==> src/rtl/sync_fifo_stream_reader_if.sv <==
// Handshake bundle between the FIFO read port, the stream reader and its
// downstream consumer.
//   fifo_ren    : pop strobe to the FIFO (reader -> FIFO)
//   fifo_rdata  : FIFO head word, combinational, valid when fifo_rempty=0
//   fifo_rempty : FIFO empty flag
//   flush       : single-cycle request to close the current partial beat
//   m_valid/m_ready/m_data/m_keep/m_last : packed output stream
// master = the stream reader, slave = the surrounding environment.
interface sync_fifo_stream_reader_if #(
  parameter int unsigned DATA_WIDTH = 8,
  parameter int unsigned RATIO      = 4
);
  logic                          fifo_ren;
  logic [DATA_WIDTH-1:0]         fifo_rdata;
  logic                          fifo_rempty;
  logic                          flush;
  logic                          m_valid;
  logic                          m_ready;
  logic [RATIO*DATA_WIDTH-1:0]   m_data;
  logic [RATIO-1:0]              m_keep;
  logic                          m_last;

  modport master (
    output fifo_ren, m_valid, m_data, m_keep, m_last,
    input  fifo_rdata, fifo_rempty, flush, m_ready
  );

  modport slave (
    input  fifo_ren, m_valid, m_data, m_keep, m_last,
    output fifo_rdata, fifo_rempty, flush, m_ready
  );
endinterface

==> src/rtl/sync_fifo_stream_reader.sv <==
// Read-side drain engine: pops words from a synchronous FIFO, packs RATIO
// consecutive words into one wide beat (first word in lane 0) and presents
// it on a registered valid/ready stream. A flush closes out a partial beat
// with a contiguous lane-keep mask and m_last set.
// Ports:
//   clk     : clock, rising edge
//   reset_n : asynchronous active-low reset
//   bus     : sync_fifo_stream_reader_if master modport (FIFO read port,
//             flush request and output stream)
// The bus interface must be instantiated with the same DATA_WIDTH/RATIO.
module sync_fifo_stream_reader #(
  parameter int unsigned DATA_WIDTH = 8,
  parameter int unsigned RATIO      = 4
) (
  input  logic                       clk,
  input  logic                       reset_n,
  sync_fifo_stream_reader_if.master  bus
);

  localparam int unsigned CW = $clog2(RATIO);
  localparam int unsigned BW = RATIO * DATA_WIDTH;
  localparam logic [CW-1:0] LAST_LANE = CW'(RATIO - 1);

  logic [RATIO-2:0][DATA_WIDTH-1:0] acc_q, acc_d;
  logic [CW-1:0]                    cnt_q, cnt_d;
  logic                             pend_q, pend_d;
  logic                             valid_q, valid_d;
  logic [BW-1:0]                    data_q, data_d;
  logic [RATIO-1:0]                 keep_q, keep_d;
  logic                             last_q, last_d;

  logic out_free;
  logic pop;
  logic complete;

  assign out_free = !valid_q || bus.m_ready;
  // The final lane may only be taken when the output register can accept
  // the finished beat on the same edge; earlier lanes gather freely.
  assign pop      = reset_n && !bus.fifo_rempty && !pend_q &&
                    ((cnt_q != LAST_LANE) || out_free);
  assign complete = pop && (cnt_q == LAST_LANE);

  always_comb begin
    acc_d   = acc_q;
    cnt_d   = cnt_q;
    pend_d  = pend_q;
    valid_d = valid_q && !bus.m_ready;
    data_d  = data_q;
    keep_d  = keep_q;
    last_d  = last_q;

    if (pop) begin
      if (complete) begin
        data_d  = {bus.fifo_rdata, acc_q};
        keep_d  = '1;
        last_d  = bus.flush;
        valid_d = 1'b1;
        cnt_d   = '0;
      end else begin
        acc_d[cnt_q] = bus.fifo_rdata;
        cnt_d        = cnt_q + CW'(1);
      end
    end

    if (pend_q) begin
      // Pops are blocked while pending, so this never races a gather.
      // Any flush arriving now is absorbed into the one being resolved.
      if (out_free) begin
        pend_d = 1'b0;
        if (cnt_q != '0) begin
          data_d = '0;
          keep_d = '0;
          for (int unsigned i = 0; i < RATIO - 1; i++) begin
            if (CW'(i) < cnt_q) begin
              data_d[i*DATA_WIDTH +: DATA_WIDTH] = acc_q[i];
              keep_d[i] = 1'b1;
            end
          end
          last_d  = 1'b1;
          valid_d = 1'b1;
          cnt_d   = '0;
        end
      end
    end else if (bus.flush && !complete) begin
      pend_d = 1'b1;
    end
  end

  always_ff @(posedge clk or negedge reset_n) begin
    if (!reset_n) begin
      acc_q   <= '0;
      cnt_q   <= '0;
      pend_q  <= 1'b0;
      valid_q <= 1'b0;
      data_q  <= '0;
      keep_q  <= '0;
      last_q  <= 1'b0;
    end else begin
      acc_q   <= acc_d;
      cnt_q   <= cnt_d;
      pend_q  <= pend_d;
      valid_q <= valid_d;
      data_q  <= data_d;
      keep_q  <= keep_d;
      last_q  <= last_d;
    end
  end

  assign bus.fifo_ren = pop;
  assign bus.m_valid  = valid_q;
  assign bus.m_data   = data_q;
  assign bus.m_keep   = keep_q;
  assign bus.m_last   = last_q;

endmodule
==> src/flat_wrapper.sv <==
// flat-port wrapper written by rule: the top's interface ports become plain ports
module sync_fifo_stream_reader_flat 
#(
  parameter int unsigned DATA_WIDTH = 8,
  parameter int unsigned RATIO      = 4
)
  (clk, reset_n, bus_fifo_ren, bus_m_valid, bus_m_data, bus_m_keep, bus_m_last, bus_fifo_rdata, bus_fifo_rempty, bus_flush, bus_m_ready);
  sync_fifo_stream_reader_if #(.DATA_WIDTH(DATA_WIDTH), .RATIO(RATIO)) bus_i ();
  input  logic clk;
  input  logic reset_n;
  output wire logic [$bits(bus_i.fifo_ren)-1:0] bus_fifo_ren;
  output wire logic [$bits(bus_i.m_valid)-1:0] bus_m_valid;
  output wire logic [$bits(bus_i.m_data)-1:0] bus_m_data;
  output wire logic [$bits(bus_i.m_keep)-1:0] bus_m_keep;
  output wire logic [$bits(bus_i.m_last)-1:0] bus_m_last;
  input wire logic [$bits(bus_i.fifo_rdata)-1:0] bus_fifo_rdata;
  input wire logic [$bits(bus_i.fifo_rempty)-1:0] bus_fifo_rempty;
  input wire logic [$bits(bus_i.flush)-1:0] bus_flush;
  input wire logic [$bits(bus_i.m_ready)-1:0] bus_m_ready;
  assign bus_fifo_ren = bus_i.fifo_ren;
  assign bus_m_valid = bus_i.m_valid;
  assign bus_m_data = bus_i.m_data;
  assign bus_m_keep = bus_i.m_keep;
  assign bus_m_last = bus_i.m_last;
  assign bus_i.fifo_rdata = bus_fifo_rdata;
  assign bus_i.fifo_rempty = bus_fifo_rempty;
  assign bus_i.flush = bus_flush;
  assign bus_i.m_ready = bus_m_ready;
  sync_fifo_stream_reader #(.DATA_WIDTH(DATA_WIDTH), .RATIO(RATIO)) u_core (.clk(clk), .reset_n(reset_n), .bus(bus_i));
endmodule
==> config.mk <==
export PLATFORM = sky130hd
export DESIGN_NAME = sync_fifo_stream_reader_flat
export DESIGN_NICKNAME = d
export VERILOG_FILES = /design/src/rtl/sync_fifo_stream_reader_if.sv /design/src/rtl/sync_fifo_stream_reader.sv /design/src/flat_wrapper.sv
export SDC_FILE = /design/constraint.sdc
export NUM_CORES = 1
export LEC_CHECK = 0
export BUFFER_PORTS_ARGS = -buffer_cell sky130_fd_sc_hd__buf_2
export CAP_MARGIN = 20
export CORE_MARGIN = 1
export CORE_UTILIZATION = 50
export CTS_BUF_LIST = sky130_fd_sc_hd__clkbuf_4
export CTS_CLUSTER_DIAMETER = 120
export DETAILED_ROUTE_END_ITERATION = 10
export HOLD_SLACK_MARGIN = 0.06
export PLACE_DENSITY = 0.85
export SLEW_MARGIN = 20
export SYNTH_ARGS = -nofsm -noshare
export SYNTH_HDL_FRONTEND = slang
export SYNTH_SLANG_ARGS = --single-unit
==> constraint.sdc <==
create_clock -name clk -period 2.1 [get_ports clk]
set_input_delay 0.315 -clock clk [delete_from_list [all_inputs] [get_ports clk]]
set_output_delay 0.315 -clock clk [all_outputs]
set_load 0.005 [all_outputs]
==> summary.txt <==
Outcome
  • Status: complete, no violations

Cells and area
  • Final std cells w/o fill: 320
  • Layout cell share with drive strength beyond 1: 0.451
  • Area Overhead vs Synth: 22.2%
  • # diodes: 0
  • Nets@finish: 266

Placed design
  • Placed cell count: 303
  • Detailed placement HPWL: 3.45 mm
  • PortBufs: 51
  • Setup WS pre-CTS: 44.5 ps
  • Routability congestion estimate: 0.809

Critical path
  • Worst EP arrival: 2300 ps
  • CP Class: reg2reg
  • Critical path peak fanout: 24
  • Delay-heaviest family, CP: simple AND/OR/NAND/NOR gates
  • CP max stage delay: 520 ps
  • Worst Path Buf+Inv: 1
  • Endpoint class of the critical path: flop
  • Required time of the critical path: 2400 ps
  • CP Cell Sequence: inv_2, ha_2, nand2b_1, nor2_1, nor2_4, mux2_2
  • Slowest-stage cell, CP: nor2_4
  • Startpoint types: flop

Yosys
  • Ranking of synthesized cells by area: dfrtp_1 63%, mux2_2 12%, a22o_1 5.4%
  • Share of the synthesized area in the top cell type: 0.632
  • Sequential share of the synthesized area: 0.632
  • Net Count, Synth: 204
  • Yosys reg bits: 65
  • Post-Syn Area: 0.00257 sq mm
  • Yosys warnings: 0
  • Distinct cells, synth: 28
  • Synth Instances: 186
  • Syn_area_per_cell: 13.8 sq um
  • Area leader, netlist: dfrtp_1

STA
  • Worst hold slack: 58.1 ps
  • Final hold vios: 0
  • Period utilization: 0.953
  • Setup TNS: 0 ps
  • RSZ-0062 raised after global routing: yes
  • Final Worst Setup Slack: 99.3 ps
  • Least-Margin Pin Slew: 685 ps
  • Final setup vio count: 0
  • Max_slew headroom: 0.543
  • Max Clock Skew: 12.7 ps
  • Max Clk Rate: 0.500 GHz
  • Max-slew violations: 0
  • Final Critical Period: 2000 ps

Detailed routing
  • DR WL/cell: 15.9 microns
  • Total wire length: 5.10 mm
  • ANT nets after route: 0
  • Via count: 1690
  • Via density: 5.28
  • TritonRoute pass-1 iters: 4
  • DRT iter0 DRCs: 76
  • DRC errors left: 0

Global route
  • Initial antenna violation count: 0
  • Vias in the first global route: 1758
  • Total track usage: 0.220
  • GRT Residual Overflow: 0
  • First-pass GRT wire length: 8.51 mm
  • Largest net degree at the start of global routing: 59

Hold path
  • HP Class: in2async

Die
  • IO Count: 52
  • Die H: 73.7 microns
  • Initial Util: 0.531
  • Full die area: 0.00544 sq mm
  • Rows: 25
  • Die width: 73.7 microns
  • Core Region: 0.00485 sq mm

CTS
  • CTS Sinks: 65
  • CTS tree: done
  • Setup Fix Bufs, Post-CTS: 0
  • Clock buffer depth: 2
  • Insertion delay to the later sink of the worst-skew pair: 420 ps
  • CTS H-tree depth: 3
  • Root Buffer: clkbuf_4
  • Worst-path clk slew: 110 ps
  • CTS Buf Count: 9

Pwr
  • Static Leakage: 1.61 nW
  • Cell Pwr Density: 1420 mW/mm^2
  • PnR Total Power: 4.45 mW
  • Maximum vdd ir drop: 0.896 mV

Job
  • Max cap viols: 0
-- worst register-to-register path, stage by stage (launching register included) --
cell	delay (ps)
dfrtp_1	440
inv_2	100
ha_2	210
nand2b_1	130
nor2_1	80
nor2_4	520
mux2_2	420
-- placed cells by master, fill, tap and decap left out, drive strengths merged --
cell type,netlist,routed
nand2b,2,2
dfrtp,65,65
bufinv,0,4
a22o,16,16
or3b,1,1
a21o,3,3
nor3,3,3
a21oi,10,10
o21ai,2,2
dlygate4sd3,0,1
nor2b,1,1
nand3,2,2
and3,1,1
buf,6,57
inv,2,2
mux2,32,32
nand3b,1,1
nand2,22,22
clkbuf,1,11
nor2,8,8
ha,5,5
clkinvlp,0,1
or3,1,1
nor3b,1,1
o31ai,1,1
-- path summary, 6_finish.rpt --
check | start | end | slack [ps] | depth (start not counted)
max reg2reg | u_core.cnt_q[0] | u_core.bus.m_data[3] | 100 | 6
min in group clk | bus_fifo_rdata[2] | u_core.bus.m_data[26] | 150 | 3
max in group asynchronous | reset_n | u_core.bus.m_keep[3] | 1400 | 3
min | reset_n | u_core.bus.m_data[2] | 60 | 2
max | u_core.cnt_q[0] | u_core.bus.m_data[3] | 100 | 6
min reg2reg | u_core.bus.m_keep[0] | u_core.bus.m_keep[0] | 470 | 1
-- kinds of logic after synthesis --
kind of cell,Yosys count,synth area share
AO/OA/AOI/OAI,32,0.0895
adder cells (fa/ha/maj),5,0.0243
buffers and inverters,9,0.0195
flip-flops,65,0.632
multiplexers,32,0.146
AND/OR/NAND/NOR,43,0.0885
-- report_power, final --
group / internal, mW / switching [mW]
Sequential: 1.75 / 0.278
Combinational: 0.696 / 0.537
Clock: 0.750 / 0.441
-- final cells by class --
cell class | count | area, sq um
fillers | 390 | 1710
flip-flops and latches | 65 | 1630
multi-input cells | 112 | 905
repair buffers | 58 | 310
clock inverters | 5 | 128
well taps | 67 | 83.8
clock buffers | 11 | 82.6
inverters | 2 | 7.51
-- Yosys cell counts (all sizes together) --
library cell and number:
dfrtp 65, mux2 32, nand2 22, a22o 16
a21oi 10, nor2 8, buf 6, ha 5
a21o 3, nor3 3, inv 2, nand2b 2
nand3 2, o21ai 2, and3 1, clkbuf 1
nand3b 1, nor2b 1, nor3b 1, o31ai 1
or3 1, or3b 1
-- through the flow --
step,util,area [sq um]
final,0.648,3140
after global routing,0.648,3140
after CTS,0.646,3130
after detailed placement,0.601,2910
after global placement,0.601,2910
after floorplan,-,2570
-- state kept, by name, indices dropped and copies added, names as in the netlist --
| signal | flops |
|---|---|
| u_core.acc_q | 24 |
| u_core.bus.m_data | 32 |
| u_core.bus.m_keep | 4 |
| u_core.bus.m_last | 1 |
| u_core.bus.m_valid | 1 |
| u_core.cnt_q | 2 |
| u_core.pend_q | 1 |
-- routing by layer --
layer  track usage  part of all wire  up-vias
met2         0.356              0.49       63
met4        0.0812             0.019        0
met1         0.271              0.43      841
li1              -                 -      777
met5             0                 0        -
met3        0.0823             0.054        9
-- timing repair --
item,in CTS,in global routing
hold endpoints to repair,7,0
hold buffers,1,0
gates resized for setup,0,5
endpoints found under the setup margin,0,25
No activity file was read; power rests on OpenSTA's default activity.
